[config.mk]
export PLATFORM = sky130hd
export DESIGN_NAME = logic_unit_pipe_flat
export DESIGN_NICKNAME = d
export VERILOG_FILES = /design/src/rtl/logic_unit_pipe_if.sv /design/src/rtl/logic_unit_pipe.sv /design/src/flat_wrapper.sv
export SDC_FILE = /design/constraint.sdc
export NUM_CORES = 1
export LEC_CHECK = 0
export BUFFER_PORTS_ARGS = -buffer_cell sky130_fd_sc_hd__buf_2
export CORE_MARGIN = 2
export CORE_UTILIZATION = 45
export CTS_BUF_LIST = sky130_fd_sc_hd__clkbuf_4
export CTS_CLUSTER_DIAMETER = 120
export DETAILED_ROUTE_END_ITERATION = 12
export GPL_TIMING_DRIVEN = 0
export PLACE_DENSITY = 0.67
export SLEW_MARGIN = 10
export SYNTH_ARGS = -nofsm -noshare
export SYNTH_HDL_FRONTEND = slang
export SYNTH_SLANG_ARGS = --single-unit
[constraint.sdc]
create_clock -name clk_i -period 2.3 [get_ports clk_i]
set_input_delay 0 -clock clk_i [delete_from_list [all_inputs] [get_ports clk_i]]
set_output_delay 0 -clock clk_i [all_outputs]
set_load 0.02 [all_outputs]
[src/rtl/logic_unit_pipe_if.sv]
// Handshake bundle for the pipelined bitwise logic unit.
// The slave side is the unit; the master side feeds operands and takes results.
interface logic_unit_pipe_if #(
   parameter int WIDTH = 32
);
   logic             valid_i;
   logic             ready_o;
   logic [2:0]       op_i;
   logic [WIDTH-1:0] a_i;
   logic [WIDTH-1:0] b_i;
   logic             valid_o;
   logic             ready_i;
   logic [WIDTH-1:0] c_o;
   logic             zero_o;
   logic [15:0]      count_o;

   modport slave (
      input  valid_i, op_i, a_i, b_i, ready_i,
      output ready_o, valid_o, c_o, zero_o, count_o
   );

   modport master (
      output valid_i, op_i, a_i, b_i, ready_i,
      input  ready_o, valid_o, c_o, zero_o, count_o
   );
endinterface

[src/rtl/logic_unit_pipe.sv]
// Bitwise logic unit with an elastic valid/ready pipeline of STAGES registers.
// Results are computed before stage 0; later stages only delay them.
module logic_unit_pipe #(
   parameter int WIDTH  = 32,
   parameter int STAGES = 2
) (
   input  logic             clk_i,
   input  logic             rst_ni,
   logic_unit_pipe_if.slave bus
);

   if (STAGES < 1 || STAGES > 4) begin : g_bad_stages
      $error("logic_unit_pipe: STAGES must be in 1..4");
   end

   logic [WIDTH-1:0]              w_res;
   logic [STAGES-1:0]             w_adv;
   logic [STAGES-1:0]             r_v;
   logic [STAGES-1:0][WIDTH-1:0]  r_d;
   logic [15:0]                   r_cnt;
   logic                          w_out_xfer;

   // Combinational bitwise operation selected by op_i
   always_comb begin
      w_res = '0;
      unique case (bus.op_i)
         3'b000: w_res = bus.a_i & bus.b_i;
         3'b001: w_res = bus.a_i | bus.b_i;
         3'b010: w_res = bus.a_i ^ bus.b_i;
         3'b011: w_res = ~(bus.a_i ^ bus.b_i);
         3'b100: w_res = ~(bus.a_i & bus.b_i);
         3'b101: w_res = ~(bus.a_i | bus.b_i);
         3'b110: w_res = bus.a_i & ~bus.b_i;
         3'b111: w_res = bus.a_i;
         default: w_res = '0;
      endcase
   end

   // A stage moves unless it and every stage after it are full
   // while the output is stalled; this collapses bubbles.
   for (genvar k = 0; k < STAGES; k++) begin : g_adv
      assign w_adv[k] = !(&r_v[STAGES-1:k]) || bus.ready_i;
   end

   // Stage 0 captures a fresh result on every input transfer
   always_ff @(posedge clk_i or negedge rst_ni) begin
      if (!rst_ni) begin
         r_v[0] <= 1'b0;
         r_d[0] <= '0;
      end else if (w_adv[0]) begin
         r_v[0] <= bus.valid_i;
         if (bus.valid_i) r_d[0] <= w_res;
      end
   end

   for (genvar k = 1; k < STAGES; k++) begin : g_stage
      // Later stages pull from the previous stage when they advance
      always_ff @(posedge clk_i or negedge rst_ni) begin
         if (!rst_ni) begin
            r_v[k] <= 1'b0;
            r_d[k] <= '0;
         end else if (w_adv[k]) begin
            r_v[k] <= r_v[k-1];
            if (r_v[k-1]) r_d[k] <= r_d[k-1];
         end
      end
   end

   assign w_out_xfer = r_v[STAGES-1] && bus.ready_i;

   // Count completed output transfers, wrapping at 16 bits
   always_ff @(posedge clk_i or negedge rst_ni) begin
      if (!rst_ni) begin
         r_cnt <= '0;
      end else if (w_out_xfer) begin
         r_cnt <= r_cnt + 16'd1;
      end
   end

   assign bus.ready_o = w_adv[0];
   assign bus.valid_o = r_v[STAGES-1];
   assign bus.c_o     = r_d[STAGES-1];
   assign bus.zero_o  = r_v[STAGES-1] && (r_d[STAGES-1] == '0);
   assign bus.count_o = r_cnt;

endmodule
[src/flat_wrapper.sv]
// flat-port wrapper written by rule: the top's interface ports become plain ports
module logic_unit_pipe_flat 
#(
   parameter int WIDTH  = 32,
   parameter int STAGES = 2
)
  (clk_i, rst_ni, bus_valid_i, bus_op_i, bus_a_i, bus_b_i, bus_ready_i, bus_ready_o, bus_valid_o, bus_c_o, bus_zero_o, bus_count_o);
  logic_unit_pipe_if #(.WIDTH(WIDTH)) bus_i ();
  input  logic clk_i;
  input  logic rst_ni;
  input wire logic [$bits(bus_i.valid_i)-1:0] bus_valid_i;
  input wire logic [$bits(bus_i.op_i)-1:0] bus_op_i;
  input wire logic [$bits(bus_i.a_i)-1:0] bus_a_i;
  input wire logic [$bits(bus_i.b_i)-1:0] bus_b_i;
  input wire logic [$bits(bus_i.ready_i)-1:0] bus_ready_i;
  output wire logic [$bits(bus_i.ready_o)-1:0] bus_ready_o;
  output wire logic [$bits(bus_i.valid_o)-1:0] bus_valid_o;
  output wire logic [$bits(bus_i.c_o)-1:0] bus_c_o;
  output wire logic [$bits(bus_i.zero_o)-1:0] bus_zero_o;
  output wire logic [$bits(bus_i.count_o)-1:0] bus_count_o;
  assign bus_i.valid_i = bus_valid_i;
  assign bus_i.op_i = bus_op_i;
  assign bus_i.a_i = bus_a_i;
  assign bus_i.b_i = bus_b_i;
  assign bus_i.ready_i = bus_ready_i;
  assign bus_ready_o = bus_i.ready_o;
  assign bus_valid_o = bus_i.valid_o;
  assign bus_c_o = bus_i.c_o;
  assign bus_zero_o = bus_i.zero_o;
  assign bus_count_o = bus_i.count_o;
  logic_unit_pipe #(.WIDTH(WIDTH), .STAGES(STAGES)) u_core (.clk_i(clk_i), .rst_ni(rst_ni), .bus(bus_i));
endmodule
==> results.txt <==
The flow ran to the end, and the final reports show no timing, DRC or antenna violations. The power density over the cells was 588 nW/um^2. The slowest stage of the critical path belongs to the cell sky130_fd_sc_hd__nor4_1. From bottom edge to top edge, the die measures 129 um. The worst hold path was traced through 4 stages.

The floorplan has 45 rows. The critical path is of the reg -> out type. The critical path buffer and inverter count works out to 1. The clock tree synthesis step divided the H-tree into 3 levels. Compared with the post-synthesis result, the final layout area differs by 14.9%. The logs give 22.0% for the overall global routing resource usage and 17.8 mm for the detailed-route wire length.

The post-route netlist has 25.9% of its cells at a drive strength greater than 1. The number of synthesis warnings was 0; the via count of the first global-routing pass was 5631. The delay of the slowest critical-path stage is 0.52 ns. No sink is reached through more buffers than the 2 on the longest clock path. The detailed router placed 5827 vias in this run. The number of antenna violations at the first check in global routing was 1. The number of setup buffers added after CTS is 0. Internal power comes to 2910 uW.

Sequential element share of the synthesized area: 29.3%. The first global-routing pass estimated 28.8 mm of wire. Fill cells in the final layout number 1451. The net count of the mapped netlist was 927. Setup repair after global routing left no endpoint under its margin. The via count normalized by instance count is 5.35.

In the finished design, the share of the clock period the worst path needs comes to 85.0%. In the final routed layout, each cell accounts on average for 16.3 um. The critical path crosses 4 cells after its start point. TritonCTS built the clock tree. After floorplanning, the core was sized to cover 15200 um^2. Before antenna repair, the detailed router went through 5 iterations. The first routing iteration left 312 violations.

The final design area excluding fillers was 8050 um^2; the largest net degree at the start of global routing was 48. The analysis attributes to net switching a power of 1830 uW. Port buffering added 121 buffers.

For this run the aggregate overflow at the end of global routing stands at 0. Die outline area: 16600 um^2. The tools report the data arrival time of the critical path as 1.95 ns.

The endpoint class of the critical path was an output pin. The synthesized area divided by synthesized cell count was 9.24 um^2; the HPWL after detailed placement was 14.2 mm. Adding up every negative setup slack in the final design gives 0 ns. The congestion estimate from routability-driven global placement came to 0.880. Setup violations remaining at the end of the flow were counted as 0. The number of instances in the synthesized netlist is 759, and the clock share of power is 16.7%. The leakage power of the design came out at 0.00412 uW.

In the routed design, unresolved DRC markers number 0. After clock tree synthesis, the clock-pin slew on the worst setup and hold paths is 0.15 ns. Along the worst path, the maximum fanout reaches 3. The number of distinct library cells after synthesis was 33; the share of total power consumed by net switching was 38.6%.

For this design, the sink count on the clock tree is 82. On the critical path the largest part of the delay comes from simple AND/OR/NAND/NOR gates. Number of nets in the finished design: 1064. Summing all flip-flop and latch instances after layout gives 2050 um^2. The tools report the final-report hold violation count as 0.

The synthesized netlist occupies a cell area of 7010 um^2. The synthesized flop and latch total is 82. For the finished layout, the period the worst path requires is 1.95 ns. The worst-margin pin slew is 0.580 ns. In this run the clock root is driven by a sky130_fd_sc_hd__clkbuf_4. The die is 129 um wide. The share of total power dissipated in combinational logic is 40.8%. The effective utilization at floorplan came out at 46.1%. Headroom to the max-slew limit came out at 61.0%. The run gives 2.30 ns as the worst endpoint required time. The run gives 0 as the max-cap check violation count. Measured in cells, the most critical reg-to-reg path has a length of 5. The run gives 42.5% as the part of the total power dissipated in sequential elements. Class of the tightest hold or removal check: in -> reg. The number of antenna-violating nets in the routed design was 0; the number of buffers created by CTS was 9. The clock latency of the later-clocked register in the worst-skew pair is 0.43 ns, and the count of boundary I/O pins is 122. The signal on the critical path passes through nor4_1 -> nand4_1 -> nor3_1 -> buf_2.

The final clock skew was 0.0154 ns. STA classifies the critical path startpoint as a register. In the final layout, the multi-input gates occupy 4200 um^2. Summing all placed instances gives a cell area of 7880 um^2.

The final count of pins violating max slew was 0; the largest voltage drop on the vdd net was 0.000297 V. The achievable frequency is 512 MHz.
## what timing repair did
action / 4_1_cts / 5_1_grt
gates resized for setup: 0 / 0
hold buffers: 4 / 0
hold endpoints to repair: 89 / 0
endpoints found under the setup margin: 0 / 0
## path summary, 6_finish.rpt
check / from / end / slack, ns
max: u_core.bus.c_o[7]$_DFFE_PN0P_ / bus_zero_o / 0.35
min: bus_b_i[27] / u_core.r_d[27]$_DFFE_PN0P_ / 0.03
max reg2reg: u_core.bus.valid_o$_DFFE_PN0N_ / u_core.r_d[16]$_DFFE_PN0P_ / 0.70
min reg2reg: u_core.bus.count_o[15]$_DFFE_PN0P_ / u_core.bus.count_o[15]$_DFFE_PN0P_ / 0.47
max in group asynchronous: rst_ni / u_core.bus.c_o[13]$_DFFE_PN0P_ / 1.65
min in group asynchronous: rst_ni / u_core.bus.c_o[18]$_DFFE_PN0P_ / 0.06
## Yosys cell counts
cell type | instances | area [um^2]
sky130_fd_sc_hd__a311oi_1 | 24 | 210
sky130_fd_sc_hd__o21ai_0 | 30 | 150
sky130_fd_sc_hd__nand3b_1 | 1 | 7.51
sky130_fd_sc_hd__or4b_1 | 31 | 310
sky130_fd_sc_hd__nor4_1 | 7 | 43.8
sky130_fd_sc_hd__o211ai_1 | 31 | 233
sky130_fd_sc_hd__xnor2_1 | 43 | 377
sky130_fd_sc_hd__and2_1 | 2 | 12.5
sky130_fd_sc_hd__buf_1 | 1 | 3.75
sky130_fd_sc_hd__nand2_1 | 72 | 270
sky130_fd_sc_hd__inv_1 | 66 | 248
sky130_fd_sc_hd__mux2i_1 | 31 | 310
sky130_fd_sc_hd__or3_1 | 2 | 12.5
sky130_fd_sc_hd__buf_2 | 18 | 90.1
sky130_fd_sc_hd__nand3_1 | 6 | 30.0
sky130_fd_sc_hd__nor3_1 | 11 | 55.1
sky130_fd_sc_hd__buf_4 | 41 | 308
sky130_fd_sc_hd__clkbuf_1 | 27 | 101
sky130_fd_sc_hd__or2b_1 | 1 | 7.51
sky130_fd_sc_hd__nor2_1 | 8 | 30.0
sky130_fd_sc_hd__o21ai_1 | 34 | 170
sky130_fd_sc_hd__nor2b_1 | 1 | 6.26
sky130_fd_sc_hd__nor4b_1 | 1 | 8.76
sky130_fd_sc_hd__nand4_1 | 36 | 225
sky130_fd_sc_hd__a32o_1 | 2 | 20.0
sky130_fd_sc_hd__mux2_2 | 33 | 372
sky130_fd_sc_hd__or2_2 | 1 | 6.26
sky130_fd_sc_hd__xor2_1 | 4 | 35.0
sky130_fd_sc_hd__ha_1 | 97 | 1210
sky130_fd_sc_hd__dfrtp_1 | 82 | 2050
sky130_fd_sc_hd__nand2b_1 | 4 | 25.0
sky130_fd_sc_hd__clkbuf_2 | 2 | 10.0
sky130_fd_sc_hd__and3_1 | 9 | 56.3
## through the flow
stage	setup WS [ns]	total power [uW]	hold WS (ns)	instances	util, %
2_1_floorplan	0.791	3320	-0.296	759	-
3_3_place_gp	0.541	3950	0.216	1068	51.6
3_5_place_dp	0.605	3990	-0.000488	1069	51.8
4_1_cts	0.233	4790	0.0107	1089	53.0
5_1_grt	0.00802	5080	0.0461	1090	53.0
6_report	0.345	4740	0.0294	1090	53.0
## sequential cells by signal, summed over array words and instances (netlist names)
register and cells:
u_core.bus.c_o 32, u_core.bus.count_o 16, u_core.bus.valid_o 1, u_core.r_d 32
u_core.r_v 1
## placed cells by master (no fill, tap or decap), types with 7 or more instances in the layout
master,synthesis,final
sky130_fd_sc_hd__nand4_1,36,36
sky130_fd_sc_hd__nand2_1,72,72
sky130_fd_sc_hd__xnor2_1,43,43
sky130_fd_sc_hd__inv_1,66,66
sky130_fd_sc_hd__and3_1,9,9
sky130_fd_sc_hd__dfrtp_1,82,82
sky130_fd_sc_hd__clkbuf_1,27,27
sky130_fd_sc_hd__o21ai_0,30,30
sky130_fd_sc_hd__buf_4,41,42
sky130_fd_sc_hd__mux2_2,33,33
sky130_fd_sc_hd__mux2i_1,31,31
sky130_fd_sc_hd__o21ai_1,34,34
sky130_fd_sc_hd__nor2_1,8,8
sky130_fd_sc_hd__nor3_1,11,11
sky130_fd_sc_hd__o211ai_1,31,31
sky130_fd_sc_hd__clkbuf_4,0,10
sky130_fd_sc_hd__ha_1,97,97
sky130_fd_sc_hd__buf_2,18,138
sky130_fd_sc_hd__nor4_1,7,7
sky130_fd_sc_hd__a311oi_1,24,24
sky130_fd_sc_hd__or4b_1,31,31
## cell families (layout without fill, tap and decap cells)
group / after synthesis / after routing / share of synthesized area, %
simple gates: 193 / 193 / 15.8
buf+inv: 155 / 297 / 10.9
compound gates: 121 / 121 / 11.2
fa+ha+maj: 97 / 97 / 17.3
flops: 82 / 82 / 29.3
mux: 64 / 64 / 9.73
xor+xnor: 47 / 47 / 5.87
other cells: 0 / 1 / 0
## tightest hold or removal path, stage by stage
cell                      delay (ns)
sky130_fd_sc_hd__buf_2          0.09
sky130_fd_sc_hd__ha_1           0.16
sky130_fd_sc_hd__o21ai_0        0.08
sky130_fd_sc_hd__o21ai_1        0.11
## routing by layer
layer	GRT usage (%)	vias up	wire [um]
met5	0	-	0
met4	5.82	0	264
met3	2.49	21	1030
met2	35.2	190	7940
met1	31.6	2692	8550
li1	-	2924	-
## power groups by stage
stage	Combinational [uW]	Clock, uW	Sequential (uW)
floorplan	1290	0	2030
global placement	1900	0	2040
detailed placement	1930	0	2060
CTS	1950	822	2020
global route	2120	892	2070
finish	1930	789	2010
## final cells by class
type | count | area share, %
repair buffers | 126 | 8.39
plain buffers | 89 | 6.37
inverters | 66 | 3.08
well taps | 188 | 2.92
clock buffers | 10 | 0.932
multi-input cells | 522 | 52.1
flip-flops and latches | 82 | 25.5
diodes | 1 | 0.0311
clock inverters | 6 | 0.684
(Power assumes the default switching activity.)
